===== config.mk =====
export PLATFORM = sky130hd
export DESIGN_NAME = serial_lsb_comparator
export DESIGN_NICKNAME = d
export VERILOG_FILES = /design/src/rtl/serial_cmp_pkg.sv /design/src/rtl/serial_cmp_step.sv /design/src/rtl/serial_lsb_comparator.sv
export SDC_FILE = /design/constraint.sdc
export NUM_CORES = 1
export LEC_CHECK = 0
export ABC_AREA = 1
export BUFFER_PORTS_ARGS = -buffer_cell sky130_fd_sc_hd__buf_2
export CAP_MARGIN = 10
export CORE_MARGIN = 2
export CORE_UTILIZATION = 38
export DETAILED_ROUTE_END_ITERATION = 6
export GPL_TIMING_DRIVEN = 0
export HOLD_SLACK_MARGIN = 0.15
export PLACE_DENSITY = 0.65
export SLEW_MARGIN = 20
export SYNTH_ARGS = -nofsm -noshare
export SYNTH_HDL_FRONTEND = slang
export SYNTH_SLANG_ARGS = --single-unit

===== constraint.sdc =====
create_clock -name clk -period 2.3 [get_ports clk]
set_input_delay 0.115 -clock clk [delete_from_list [all_inputs] [get_ports clk]]
set_output_delay 0.115 -clock clk [all_outputs]
set_load 0.05 [all_outputs]

===== src/rtl/serial_cmp_pkg.sv =====
// rtl/serial_cmp_pkg.sv - shared types and helpers for the bit-serial comparator
//
// Purpose : FSM state encoding, one-hot result encoding and cascade-input
//           normalisation shared by serial_lsb_comparator and serial_cmp_step.
// Ports   : none (package).

package serial_cmp_pkg;

    typedef enum logic [1:0] {
        ST_IDLE = 2'd0,
        ST_RUN  = 2'd1,
        ST_DONE = 2'd2
    } state_e;

    // Result is carried as a one-hot {less, equal, greater} vector.
    localparam int          RES_W       = 3;
    localparam logic [2:0]  RES_LESS    = 3'b100;
    localparam logic [2:0]  RES_EQUAL   = 3'b010;
    localparam logic [2:0]  RES_GREATER = 3'b001;

    // Collapse arbitrary cascade inputs to a one-hot result.
    // Priority gin > lin > ein; an all-zero cascade means "no lower-order
    // context", which is the same as equal.
    function automatic logic [2:0] normalise_cascade(
        input logic lin,
        input logic ein,
        input logic gin
    );
        logic [2:0] res;
        res = RES_EQUAL;
        casez ({gin, lin, ein})
            3'b1??:  res = RES_GREATER;
            3'b01?:  res = RES_LESS;
            3'b001:  res = RES_EQUAL;
            default: res = RES_EQUAL;
        endcase
        return res;
    endfunction

endpackage


===== src/rtl/serial_cmp_step.sv =====
// rtl/serial_cmp_step.sv - one-bit LSB-first comparison step
//
// Purpose : Given one bit of each operand and the result accumulated from all
//           lower-order bits, produce the result including this bit. A
//           differing bit at a higher position overrides whatever the lower
//           bits decided; equal bits pass the lower-order result through.
// Ports   :
//   xb_i   bit of operand X at the current position
//   yb_i   bit of operand Y at the current position
//   res_i  one-hot {less, equal, greater} from lower-order bits
//   res_o  one-hot {less, equal, greater} including this bit

module serial_cmp_step
    import serial_cmp_pkg::*;
(
    input  logic             xb_i,
    input  logic             yb_i,
    input  logic [RES_W-1:0] res_i,
    output logic [RES_W-1:0] res_o
);

    always_comb begin
        res_o = res_i;
        if (xb_i && !yb_i) begin
            res_o = RES_GREATER;
        end else if (!xb_i && yb_i) begin
            res_o = RES_LESS;
        end
    end

endmodule


===== src/rtl/serial_lsb_comparator.sv =====
// rtl/serial_lsb_comparator.sv - bit-serial LSB-first magnitude comparator
//
// Purpose : Compares two N-bit unsigned words one bit per cycle, starting at
//           the LSB, seeded by cascade inputs from lower-order words. The
//           result needs N cycles after acceptance and is held until the
//           consumer takes it.
// Ports   :
//   clk, rst_n         clock, asynchronous active-low reset
//   in_valid/in_ready  operand handshake (in_ready high only in IDLE)
//   x, y               operands, sampled only at acceptance
//   lin, ein, gin      cascade context from lower-order words
//   out_valid/out_ready result handshake
//   less/equal/greater registered one-hot result
//   busy               high while bits are being processed

module serial_lsb_comparator
    import serial_cmp_pkg::*;
#(
    parameter int N  = 8,
    parameter int CW = $clog2(N)
) (
    input  logic         clk,
    input  logic         rst_n,
    input  logic         in_valid,
    output logic         in_ready,
    input  logic [N-1:0] x,
    input  logic [N-1:0] y,
    input  logic         lin,
    input  logic         ein,
    input  logic         gin,
    output logic         out_valid,
    input  logic         out_ready,
    output logic         less,
    output logic         equal,
    output logic         greater,
    output logic         busy
);

    localparam logic [CW-1:0] CNT_LAST = CW'(N - 1);

    state_e             state_q,     state_d;
    logic [CW-1:0]      cnt_q,       cnt_d;
    logic [N-1:0]       xs_q,        xs_d;
    logic [N-1:0]       ys_q,        ys_d;
    logic [RES_W-1:0]   res_q,       res_d;
    logic               in_ready_q,  in_ready_d;
    logic               out_valid_q, out_valid_d;
    logic               busy_q,      busy_d;

    logic [RES_W-1:0]   step_res;

    // Bit 0 of the shift registers always holds bit[cnt_q] of the operands.
    serial_cmp_step u_step (
        .xb_i  (xs_q[0]),
        .yb_i  (ys_q[0]),
        .res_i (res_q),
        .res_o (step_res)
    );

    always_comb begin
        state_d = state_q;
        cnt_d   = cnt_q;
        xs_d    = xs_q;
        ys_d    = ys_q;
        res_d   = res_q;

        case (state_q)
            ST_IDLE: begin
                if (in_valid && in_ready_q) begin
                    xs_d    = x;
                    ys_d    = y;
                    res_d   = normalise_cascade(lin, ein, gin);
                    cnt_d   = '0;
                    state_d = ST_RUN;
                end
            end
            ST_RUN: begin
                res_d = step_res;
                xs_d  = {1'b0, xs_q[N-1:1]};
                ys_d  = {1'b0, ys_q[N-1:1]};
                cnt_d = cnt_q + CW'(1);
                if (cnt_q == CNT_LAST) begin
                    state_d = ST_DONE;
                end
            end
            ST_DONE: begin
                if (out_ready) begin
                    state_d = ST_IDLE;
                end
            end
            default: begin
                state_d = ST_IDLE;
            end
        endcase

        // Handshake/status outputs are decoded from the next state so they
        // can be registered alongside it and change on the same edge.
        in_ready_d  = (state_d == ST_IDLE);
        out_valid_d = (state_d == ST_DONE);
        busy_d      = (state_d == ST_RUN);
    end

    always_ff @(posedge clk or negedge rst_n) begin
        if (!rst_n) begin
            state_q     <= ST_IDLE;
            cnt_q       <= '0;
            xs_q        <= '0;
            ys_q        <= '0;
            res_q       <= RES_EQUAL;
            in_ready_q  <= 1'b1;
            out_valid_q <= 1'b0;
            busy_q      <= 1'b0;
        end else begin
            state_q     <= state_d;
            cnt_q       <= cnt_d;
            xs_q        <= xs_d;
            ys_q        <= ys_d;
            res_q       <= res_d;
            in_ready_q  <= in_ready_d;
            out_valid_q <= out_valid_d;
            busy_q      <= busy_d;
        end
    end

    assign in_ready  = in_ready_q;
    assign out_valid = out_valid_q;
    assign busy      = busy_q;
    assign less      = res_q[2];
    assign equal     = res_q[1];
    assign greater   = res_q[0];

endmodule


Word level (Yosys, flattened, before mapping)

Index checks and enable logic that the tools add are counted.

Add/subtract/negate cells: 1
Multipliers: 0
Divide/modulo/power cells: 0
Magnitude comparators: 0
Eq/ne operators: 8
Shifts and indexed selects: 0
Multiplexer cells: 15
Bitwise operators: 0
Reduce and logical (&&, ||, !) cells: 10

Operator list:

| cell                                                   | number |
|---|---|
| case mux 8 bit (2 select lines)                        | 2 |
| case mux 3 bit (2 select lines)                        | 3 |
| two-way mux 8 bit                                      | 2 |
| two-way mux 3 bit                                      | 4 |
| equality test 2 x 1 -> 1 bit (second input constant)   | 3 |
| two-way mux 2 bit                                      | 3 |
| case mux 2 bit (3 select lines)                        | 1 |
| equality test 2 bit (second input constant)            | 2 |
| logical NOT 2 bit                                      | 2 |
| adder 3 x 1 -> 3 bit (second input constant)           | 1 |
| equality test 3 bit (second input constant)            | 1 |
| logical AND 1 bit                                      | 3 |
| inequality test 3 x 1 -> 1 bit (second input constant) | 1 |
| AND reduction 3 bit                                    | 1 |
| logical NOT 1 bit                                      | 2 |
| inequality test 2 bit (second input constant)          | 1 |
| AND reduction 2 bit                                    | 1 |
| nonzero test 2 bit                                     | 1 |

Flip-flop bits (word level): 27
Latch bits: 0
Memory bits (writable): 0
Bits in read-only memories: 0
Input bits: 23
Output and inout bits: 6
Memories kept: 0

Depth between registers and ports, before layout

Gate-level depths: netlist (run 1).

Word-level depth: 5
Depth in mapped cells: 7
Gate-level depth less buffers: 6

Hierarchy

Synthesis (run 1) repeated with hierarchy kept, for this count alone.

Cell total of the unflattened synthesis: 184
Area total of the unflattened synthesis: 1435.1 µm²

Modules (own cells, without submodules):

| module                | instances | cells each | area an instance (µm²) |
|---|---|---|---|
| serial_lsb_comparator | 1         | 173        | 1390.1 |
| serial_cmp_step       | 1         | 11         | 45.0 |

Worst setup path after synthesis (run 1)

No wires, ideal clock.

Kind: reg2reg
From: register in_ready_q (netlist: in_ready)
To: register res_q[1]
Arrival time: 1.266 ns
Data required time: 2.240 ns
Slack: 0.974 ns
Cell stages (with the launch flop): 6
Clock period less this slack: 1.326 ns
Cell sequence: dfstp_2 nand3_1 nand2_2 buf_4 nand3_1 nand2_1

Longest elaborated chain between the ends: 3

RTL lines:

| item                                   | RTL line                     | text |
|---|---|---|
| start: declaration                     | serial_lsb_comparator.sv:46  | `logic in_ready_q, in_ready_d;` |
| start signal: assignment               | serial_lsb_comparator.sv:119 | `in_ready_q <= in_ready_d;` |
| logical AND 1 bit                      | serial_lsb_comparator.sv:69  | `if (in_valid && in_ready_q) begin` |
| inequality test 2 bit (no source line) | --                           |  |
| AND reduction 3 bit (no source line)   | --                           |  |
| end signal: assignment                 | serial_lsb_comparator.sv:118 | `res_q <= res_d;` |
| end: declaration                       | serial_lsb_comparator.sv:45  | `logic [RES_W-1:0] res_q, res_d;` |

Every way passes these cells.
A chain may end at the register's enable or synchronous reset.

Final worst setup path (run 1)

From: input port gin
To: register res_q[1]

Longest elaborated chain between the ends: 4

RTL lines:

| item                                | RTL line                    | text |
|---|---|---|
| start: declaration                  | serial_lsb_comparator.sv:30 | `input logic gin,` |
| equality test 2 x 1 -> 1 bit        | serial_cmp_pkg.sv:31        | `casez ({gin, lin, ein})` |
| case mux 3 bit (2 select lines) (*) | serial_cmp_pkg.sv:31        |  |
| two-way mux 3 bit (*)               | serial_lsb_comparator.sv:69 |  |
| case mux 3 bit (2 select lines) (*) | serial_lsb_comparator.sv:67 | `case (state_q)` |

Every way passes the cells marked *; elsewhere a longest branch is shown, timed or not. The select of a mux whose other input is x is not followed.

==> results of run 1 <==
sequential cells by signal (all words and copies together) (netlist names):
register,count
xs_q,8
ys_q,8
in_ready,1
state_q,2
res_q,3
cnt_q,3
busy,1
out_valid,1
cell families after synthesis:
logic type                 synth area share
and+or+nand+nor                       0.309
AOI/OAI and AO/OA                    0.0727
buffers and inverters                0.0804
DFF                                   0.519
adders and majority gates            0.0191
worst max-delay path, cell delays in order:
cell and delay, ps:
dlygate4sd3_1 530, buf_2 130, inv_1 70, nand2_1 50, dlygate4sd3_1 560, nor2_1 100, nand3_1 80, nand2_1 70
worst paths after layout:
path / slack (ps) / depth (start not counted) / from / endpoint
max: 890 / 8 / gin / res_q[1]
min: 150 / 5 / in_valid / ys_q[7]
max reg2reg: 990 / 5 / in_ready / res_q[2]
min reg2reg: 470 / 2 / res_q[1] / res_q[1]
max in group asynchronous: 1580 / 2 / rst_n / xs_q[2]
min in group asynchronous: 310 / 2 / rst_n / out_valid
cells in the mapped netlist:
library cell   n
dfrtp_1       25
inv_1         13
nand3_1       17
a21oi_1        1
o21ai_0        9
nor2_1         6
nor2_2         1
o21ai_1        9
nand2_2        2
inv_2          2
buf_6          1
ha_1           2
dfstp_2        2
buf_2          3
buf_4          3
nand2_1       71
nand2_4        1
metrics by stage:
step                instances   util  area, um2  power [mW]  hold slack [ps]
floorplan                 168      -       1310        1.71             -181
global placement          241  0.453       1500        1.98              158
detailed placement        241  0.453       1500        2.00              159
CTS                       266  0.525       1740        2.23              153
global route              266  0.525       1740        2.44              178
finish                    266  0.525       1740        2.21              151
area by class of cell:
cell class              count  area [um2]  share of cell area
repair buffers             48         345               0.199
inverters                  15        56.3              0.0324
clock buffers               4        26.3              0.0151
flip-flops and latches     27         678               0.390
multi-input cells         119         524               0.302
well taps                  46        57.6              0.0331
plain buffers               7        48.8              0.0281
report_power, final:
part	internal [mW]	switching, mW	total (mW)
sequential	0.698	0.0999	0.798
clock	0.0679	0.136	0.204
combinational	0.398	0.806	1.20
total	1.16	1.04	2.21
layer usage:
metal | routed length [um] | part of all wire | global-route usage | vias to the layer above
li1 | - | - | - | 626
met1 | 1270 | 0.43 | 0.206 | 543
met2 | 1530 | 0.51 | 0.306 | 32
met3 | 139 | 0.047 | 0.0306 | 4
met4 | 31 | 0.010 | 0.0500 | 0
met5 | 0 | 0 | 0 | -
==> flow_metrics.py, run 1 <==
metrics = {
    "timing": {
        "layout_setup_ws_ps": 892,
        "setup_viol": 0,
        "rsz0062_at_grt": "no",
        "tns_ps": 0,
        "fin_skew_ps": 12.3,
        "min_period_ps": 1410,
        "min_period_over_period": 0.612,
        "slew-limit-headroom": 0.592,
        "fmax_ghz": 0.710,
        "hold_violations": 0,
        "maxSlewViolCount": 0,
        "worst_pin_slew_ps": 612,
    },
    "drt": {
        "dr.pass1.iters": 4,
        "ant_nets": 0,
        "drc_errors": 0,
        "finalWirelength_mm": 2.98,
        "vias": 1205,
        "wl_per_cell_um": 11.2,
        "drt-initial-drc-count": 64,
        "viasPerCell": 4.53,
    },
    "grt": {
        "grt_max_degree": 28,
        "grt-ovfl-total": 0,
        "grt_usage": 0.170,
        "antenna_found_initial": 0,
        "grt_pass1_wl_mm": 5.31,
        "first_global_vias": 1220,
    },
    "floorplan": {
        "initial_core_util": 0.395,
        "die_w_um": 62.7,
        "dieArea_um2": 3930,
        "ios": 29,
        "coreArea_um2": 3310,
        "die_h_um": 62.7,
        "num_rows": 21,
    },
    "logic_synthesis": {
        "syn_area_um2": 1310,
        "yosys_warnings": 0,
        "synth_top_area_frac": 0.478,
        "synth.distinct_cells": 17,
        "ys_seq_elements": 27,
        "synthTopCellsByArea": "dfrtp_1, nand2_1, nand3_1",
        "synthCells": 168,
        "synth-seq-area-share": 0.519,
        "synth_area_per_cell_um2": 7.78,
        "synth.largest_area_cell": "dfrtp_1",
        "synth_nets": 193,
    },
    "job": {
        "maxCapViolCount": 0,
    },
    "clock_network": {
        "cts.clk_slew.worst_paths_ps": 150,
        "clockRootBuffer": "clkbuf_4",
        "clock_path_buffers": 2,
        "htreeDepth": 1,
        "post_cts_buffers": 0,
        "clkSinkCount": 27,
        "cts_tree": "built",
        "ctsResizeCount": 0,
        "cts_buffers": 3,
        "ctsHoldBuffers": 21,
        "clk_latency_ps": 320,
    },
    "finish": {
        "drive_gt1_frac": 0.205,
        "fin_nets": 246,
        "fillCellCount": 342,
        "area_delta_synth_final_pct": 32.8,
        "final_cell_mix": "nand2_1, buf_2, dfrtp_1",
        "final_common_cell": "nand2_1",
        "diodes": 0,
    },
    "setup_path": {
        "critPathMaxFanout": 2,
        "worstPathArrival_ps": 1690,
        "cp-start-kind": "primary input",
        "endpoint_kind": "flip-flop",
        "worst-setup-path-type": "primary input to flip-flop",
        "cp_data_required_time_ps": 2580,
    },
    "place": {
        "hpwl_mm": 1.99,
        "gp_congestion": 0.788,
        "io_buffers": 27,
        "pre_cts_ws_ps": 1020,
    },
    "power": {
        "powerDensity_nw_per_um2": 1270,
        "p_leak_nw": 0.935,
        "irDropWorstVdd_uv": 405,
    },
    "worst_hold_path": {
        "hp-class": "primary input to flip-flop",
    },
    "run_status": {
        "status": "finished clean",
    },
}
(Power assumes the default switching activity.)
==> run 2, diff against run 1 <==
Clock period 2.3 ns to 1.3 ns, I/O delays scaled along.
==> run 2 against run 1 <==
Worst hold slack improved by 100 ps; die area unchanged; final area grew 1.4%; flip-flop and latch count unchanged; clock power grew 83%; setup slack worse by 820 ps; clock skew is 11 ps lower; critical path depth down 7; utilization increased by 0.72 points; critical path type is now flip-flop to output pin.
==> flow_metrics.py, run 2 (synthesis results as in run 1) <==
metrics = {
    "clock_network": {
        "clkSinkCount": 27,
        "cts.clk_slew.worst_paths_ps": 140,
        "cts_tree": "built",
        "clock_path_buffers": 2,
        "clockRootBuffer": "clkbuf_4",
        "clk_latency_ps": 330,
        "cts_buffers": 3,
        "htreeDepth": 1,
    },
    "setup_path": {
        "worstPathArrival_ps": 1160,
        "worstRegToRegCells": 5,
        "path_cells": "buf_2",
        "critPathSlowestCell": "dfstp_2",
        "crit_cells": 1,
        "crit_family": "flip-flops",
        "r2r-end": "res_q[1]",
        "critPathCapture": "in_ready",
        "critPathMaxFanout": 3,
        "endpoint_kind": "output pin",
        "crit_start": "in_ready",
        "critical_path_buf_inv_count": 1,
        "rrSetupSlack_ps": 100,
        "worst-setup-path-type": "flip-flop to output pin",
        "cp-start-kind": "flip-flop",
        "timing.rr.start": "in_ready",
        "cp_data_required_time_ps": 1240,
        "cpPeakStageDelay_ps": 570,
    },
    "floorplan": {
        "die_w_um": 62.7,
        "ios": 29,
        "die_h_um": 62.7,
        "num_rows": 21,
        "dieArea_um2": 3930,
        "coreArea_um2": 3310,
        "initial_core_util": 0.395,
    },
    "timing": {
        "worst_pin_slew_ps": 613,
        "min_period_ps": 1220,
        "fmax_ghz": 0.817,
        "layout_setup_ws_ps": 75.7,
        "fin_skew_ps": 1.42,
        "hold_violations": 0,
        "min_period_over_period": 0.942,
        "slew-limit-headroom": 0.591,
        "tns_ps": 0,
        "maxSlewViolCount": 0,
        "rsz0062_at_grt": "no",
        "setup_viol": 0,
    },
    "drt": {
        "finalWirelength_mm": 3.14,
        "drc_errors": 0,
        "vias": 1222,
        "dr.pass1.iters": 4,
        "drt-initial-drc-count": 30,
        "viasPerCell": 4.59,
        "ant_nets": 0,
        "wl_per_cell_um": 11.8,
    },
    "finish": {
        "fillCellCount": 353,
        "stdcell_area_um2": 1760,
        "top_regs": "xs_q (8), ys_q (8)",
        "area_delta_synth_final_pct": 34.6,
        "final_cell_mix": "nand2_1, buf_2, dfrtp_1",
        "final_common_cell": "nand2_1",
        "drive_gt1_frac": 0.209,
        "multi_input_area_um2": 534,
        "seq_area_um2": 678,
        "fin_nets": 246,
        "diodes": 0,
        "fin_cells": 266,
    },
    "grt": {
        "grt_pass1_wl_mm": 5.66,
        "first_global_vias": 1223,
        "antenna_found_initial": 0,
        "grt-ovfl-total": 0,
        "grt_usage": 0.182,
        "grt_max_degree": 28,
    },
    "place": {
        "pre_cts_ws_ps": 72.5,
        "gp_congestion": 0.811,
        "place_inst": 241,
        "placed_area_um2": 1510,
        "io_buffers": 27,
        "hpwl_mm": 2.01,
    },
    "job": {
        "maxCapViolCount": 0,
    },
    "worst_hold_path": {
        "hp-class": "primary input to async pin",
    },
    "run_status": {
        "status": "finished clean",
    },
    "power": {
        "p_leak_nw": 0.946,
        "powerDensity_nw_per_um2": 2280,
        "irDropWorstVdd_uv": 757,
        "power_mw": 4.02,
    },
}
==> run 2: cell types whose count changed in the layout (fill, tap and decap cells not counted) <==
| cell | change |
|---|---|
| nand3_1 | -1 |
| nand3_2 | +1 |
| nand2_4 | +1 |
| nand2_2 | -1 |
| o21ai_1 | +2 |
| buf_4 | -2 |
| buf_2 | -1 |
| o21ai_0 | -2 |
| buf_6 | +3 |
==> run 2: final cells by class <==
cell class              instances  area share
plain buffers                   7      0.0355
clock buffers                   4      0.0149
inverters                      15      0.0320
repair buffers                 48       0.196
multi-input cells             119       0.303
flip-flops and latches         27       0.385
well taps                      46      0.0327
==> run 2: stage by stage <==
step	hold slack, ps	util
floorplan	-231	-
CTS	288	0.528
finish	256	0.532
global route	292	0.532
global placement	123	0.456
detailed placement	124	0.456
==> run 2: worst min-delay path by stage <==
| stage | from | end | slack, ps | depth (start not counted) |
|---|---|---|---|---|
| floorplan | rst_n | busy | -230 | 0 |
| global placement | rst_n | out_valid | 120 | 1 |
| detailed placement | rst_n | out_valid | 120 | 1 |
| CTS | rst_n | out_valid | 290 | 2 |
| global route | rst_n | res_q[0] | 290 | 2 |
| finish | rst_n | out_valid | 260 | 2 |
==> run 2: metal layers <==
layer,global-route usage,routed length (um)
met5,0,0
met1,0.242,1490
met4,0.0500,26
met3,0.0270,121
met2,0.309,1500
==> run 2: what timing repair did <==
action	in CTS	in global routing
hold buffers	21	0
gates resized for setup	0	7
hold endpoints to repair	50	0
endpoints found under the setup margin	0	7
setup buffers	0	0
==> run 2: power by group <==
group / switching [mW] / leakage (nW) / total [mW] / internal (mW)
clock: 0.252 / 0.0150 / 0.373 / 0.120
combinational: 1.47 / 0.595 / 2.23 / 0.759
sequential: 0.185 / 0.336 / 1.42 / 1.23
total: 1.90 / 0.946 / 4.02 / 2.11
==> run 3, diff against run 2 <==
Settings changed: PLACE_DENSITY 0.65 to not set, PLACE_DENSITY_LB_ADDON set to 0.3, SLEW_MARGIN 20 to not set.
==> run 3 against run 2 <==
Combinational power decreased by 2%; global-route usage down 1.2 points; setup slack better by 0.80 ps; worst hold slack worse by 1.9 ps; critical endpoint unchanged; die area unchanged; wire length down 4.4%; utilization stayed put; clock skew increased by 3.0 ps; final cell count up 0.38%.
==> flow_metrics.py, run 3 (synthesis results as in run 1) <==
metrics = {
    "finish": {
        "top_regs": "xs_q (8), ys_q (8)",
        "final_cell_mix": "nand2_1, buf_2, dfrtp_1",
        "seq_area_um2": 678,
        "fillCellCount": 348,
        "final_common_cell": "nand2_1",
        "area_delta_synth_final_pct": 34.6,
        "drive_gt1_frac": 0.213,
        "multi_input_area_um2": 534,
        "diodes": 0,
        "fin_nets": 247,
    },
    "clock_network": {
        "cts_buffers": 3,
        "cts.clk_slew.worst_paths_ps": 140,
        "clk_latency_ps": 330,
        "clkSinkCount": 27,
        "cts_tree": "built",
        "clockRootBuffer": "clkbuf_4",
        "clock_path_buffers": 2,
        "htreeDepth": 1,
    },
    "drt": {
        "vias": 1194,
        "drt-initial-drc-count": 32,
        "dr.pass1.iters": 4,
        "drc_errors": 0,
        "viasPerCell": 4.47,
        "ant_nets": 0,
        "wl_per_cell_um": 11.2,
        "finalWirelength_mm": 3.00,
    },
    "setup_path": {
        "critPathMaxFanout": 3,
        "cp-start-kind": "flip-flop",
        "critical_path_buf_inv_count": 1,
        "endpoint_kind": "output pin",
        "worstPathArrival_ps": 1160,
        "crit_family": "flip-flops",
        "worstRegToRegCells": 5,
        "rrSetupSlack_ps": 100,
        "cpPeakStageDelay_ps": 570,
        "timing.rr.start": "in_ready",
        "worst-setup-path-type": "flip-flop to output pin",
        "cp_data_required_time_ps": 1240,
        "path_cells": "buf_2",
        "r2r-end": "res_q[0]",
        "critPathSlowestCell": "dfstp_2",
    },
    "power": {
        "power_mw": 3.97,
        "irDropWorstVdd_uv": 726,
        "switching_share": 0.471,
        "powerDensity_nw_per_um2": 2250,
        "p_leak_nw": 0.949,
        "power_frac_clock": 0.094,
        "seq_power_share": 0.357,
        "internal_power_mw": 2.10,
        "pwr-share-comb": 0.549,
        "p_sw_mw": 1.87,
    },
    "timing": {
        "layout_setup_ws_ps": 76.5,
        "worst_pin_slew_ps": 611,
        "rsz0062_at_grt": "yes",
        "slew-limit-headroom": 0.593,
        "maxSlewViolCount": 0,
        "fmax_ghz": 0.817,
        "hold_violations": 0,
        "min_period_over_period": 0.941,
        "setup_viol": 0,
        "min_period_ps": 1220,
        "fin_skew_ps": 4.45,
    },
    "place": {
        "gp_congestion": 0.774,
        "pre_cts_ws_ps": 94.8,
        "io_buffers": 27,
        "hpwl_mm": 1.96,
    },
    "floorplan": {
        "dieArea_um2": 3930,
        "num_rows": 21,
        "die_h_um": 62.7,
        "initial_core_util": 0.395,
        "die_w_um": 62.7,
        "ios": 29,
        "coreArea_um2": 3310,
    },
    "grt": {
        "first_global_vias": 1121,
        "antenna_found_initial": 0,
        "grt_max_degree": 28,
        "grt_pass1_wl_mm": 5.17,
        "grt-ovfl-total": 0,
        "grt_usage": 0.170,
    },
    "job": {
        "maxCapViolCount": 0,
    },
    "worst_hold_path": {
        "hp-class": "primary input to async pin",
    },
    "run_status": {
        "status": "finished clean",
    },
}
run 3: changes by cell type in the layout (fill, tap and decap cells not counted):
cell,change
o21ai_1,-1
buf_6,-2
o21ai_0,+1
buf_4,+3
run 3: what timing repair did:
item	4_1_cts	5_1_grt
hold buffers	21	0
hold endpoints to repair	50	0
setup endpoints to repair	0	7
gates resized for setup	0	4
setup buffers	0	1
run 3: area by class of cell:
class	count	area share
timing repair buffer	49	0.200
clock buffer	4	0.0149
tap	46	0.0327
multi-input combinational	119	0.303
buffer	7	0.0313
sequential	27	0.385
inverter	15	0.0320
run 3: how the worst max path moves through the flow:
stage / depth (start not counted) / end / slack (ps) / start
6_report: 1 / in_ready / 80 / in_ready
5_1_grt: 6 / res_q[0] / -5 / state_q[1]
4_1_cts: 1 / in_ready / 60 / in_ready
3_5_place_dp: 5 / res_q[1] / 90 / in_ready
3_3_place_gp: 5 / res_q[1] / 100 / in_ready
2_1_floorplan: 5 / res_q[1] / 20 / in_ready
run 3: routing by layer:
layer,global-route usage,part of all wire,vias up
li1,-,-,634
met1,0.234,0.49,531
met2,0.261,0.45,22
met3,0.0306,0.034,7
met4,0.0750,0.025,0
met5,0,0,-
run 3: power by group through the flow:
| stage | Sequential, mW | Combinational [mW] | Clock (mW) |
|---|---|---|---|
| 2_1_floorplan | 1.71 | 1.33 | 0 |
| 3_3_place_gp | 1.42 | 2.11 | 0 |
| 3_5_place_dp | 1.44 | 2.12 | 0 |
| 4_1_cts | 1.42 | 2.17 | 0.393 |
| 5_1_grt | 1.46 | 2.49 | 0.422 |
| 6_report | 1.41 | 2.18 | 0.373 |
run 3: per-stage QoR:
step | cells | utilization | setup TNS (ps) | hold slack [ps] | cell area [um2]
after floorplan | 168 | - | 0 | -231 | 1320
after global placement | 241 | 0.456 | 0 | 114 | 1510
after detailed placement | 241 | 0.456 | 0 | 114 | 1510
after CTS | 266 | 0.528 | 0 | 276 | 1750
after global routing | 267 | 0.532 | -5.48 | 285 | 1760
final | 267 | 0.532 | 0 | 254 | 1760
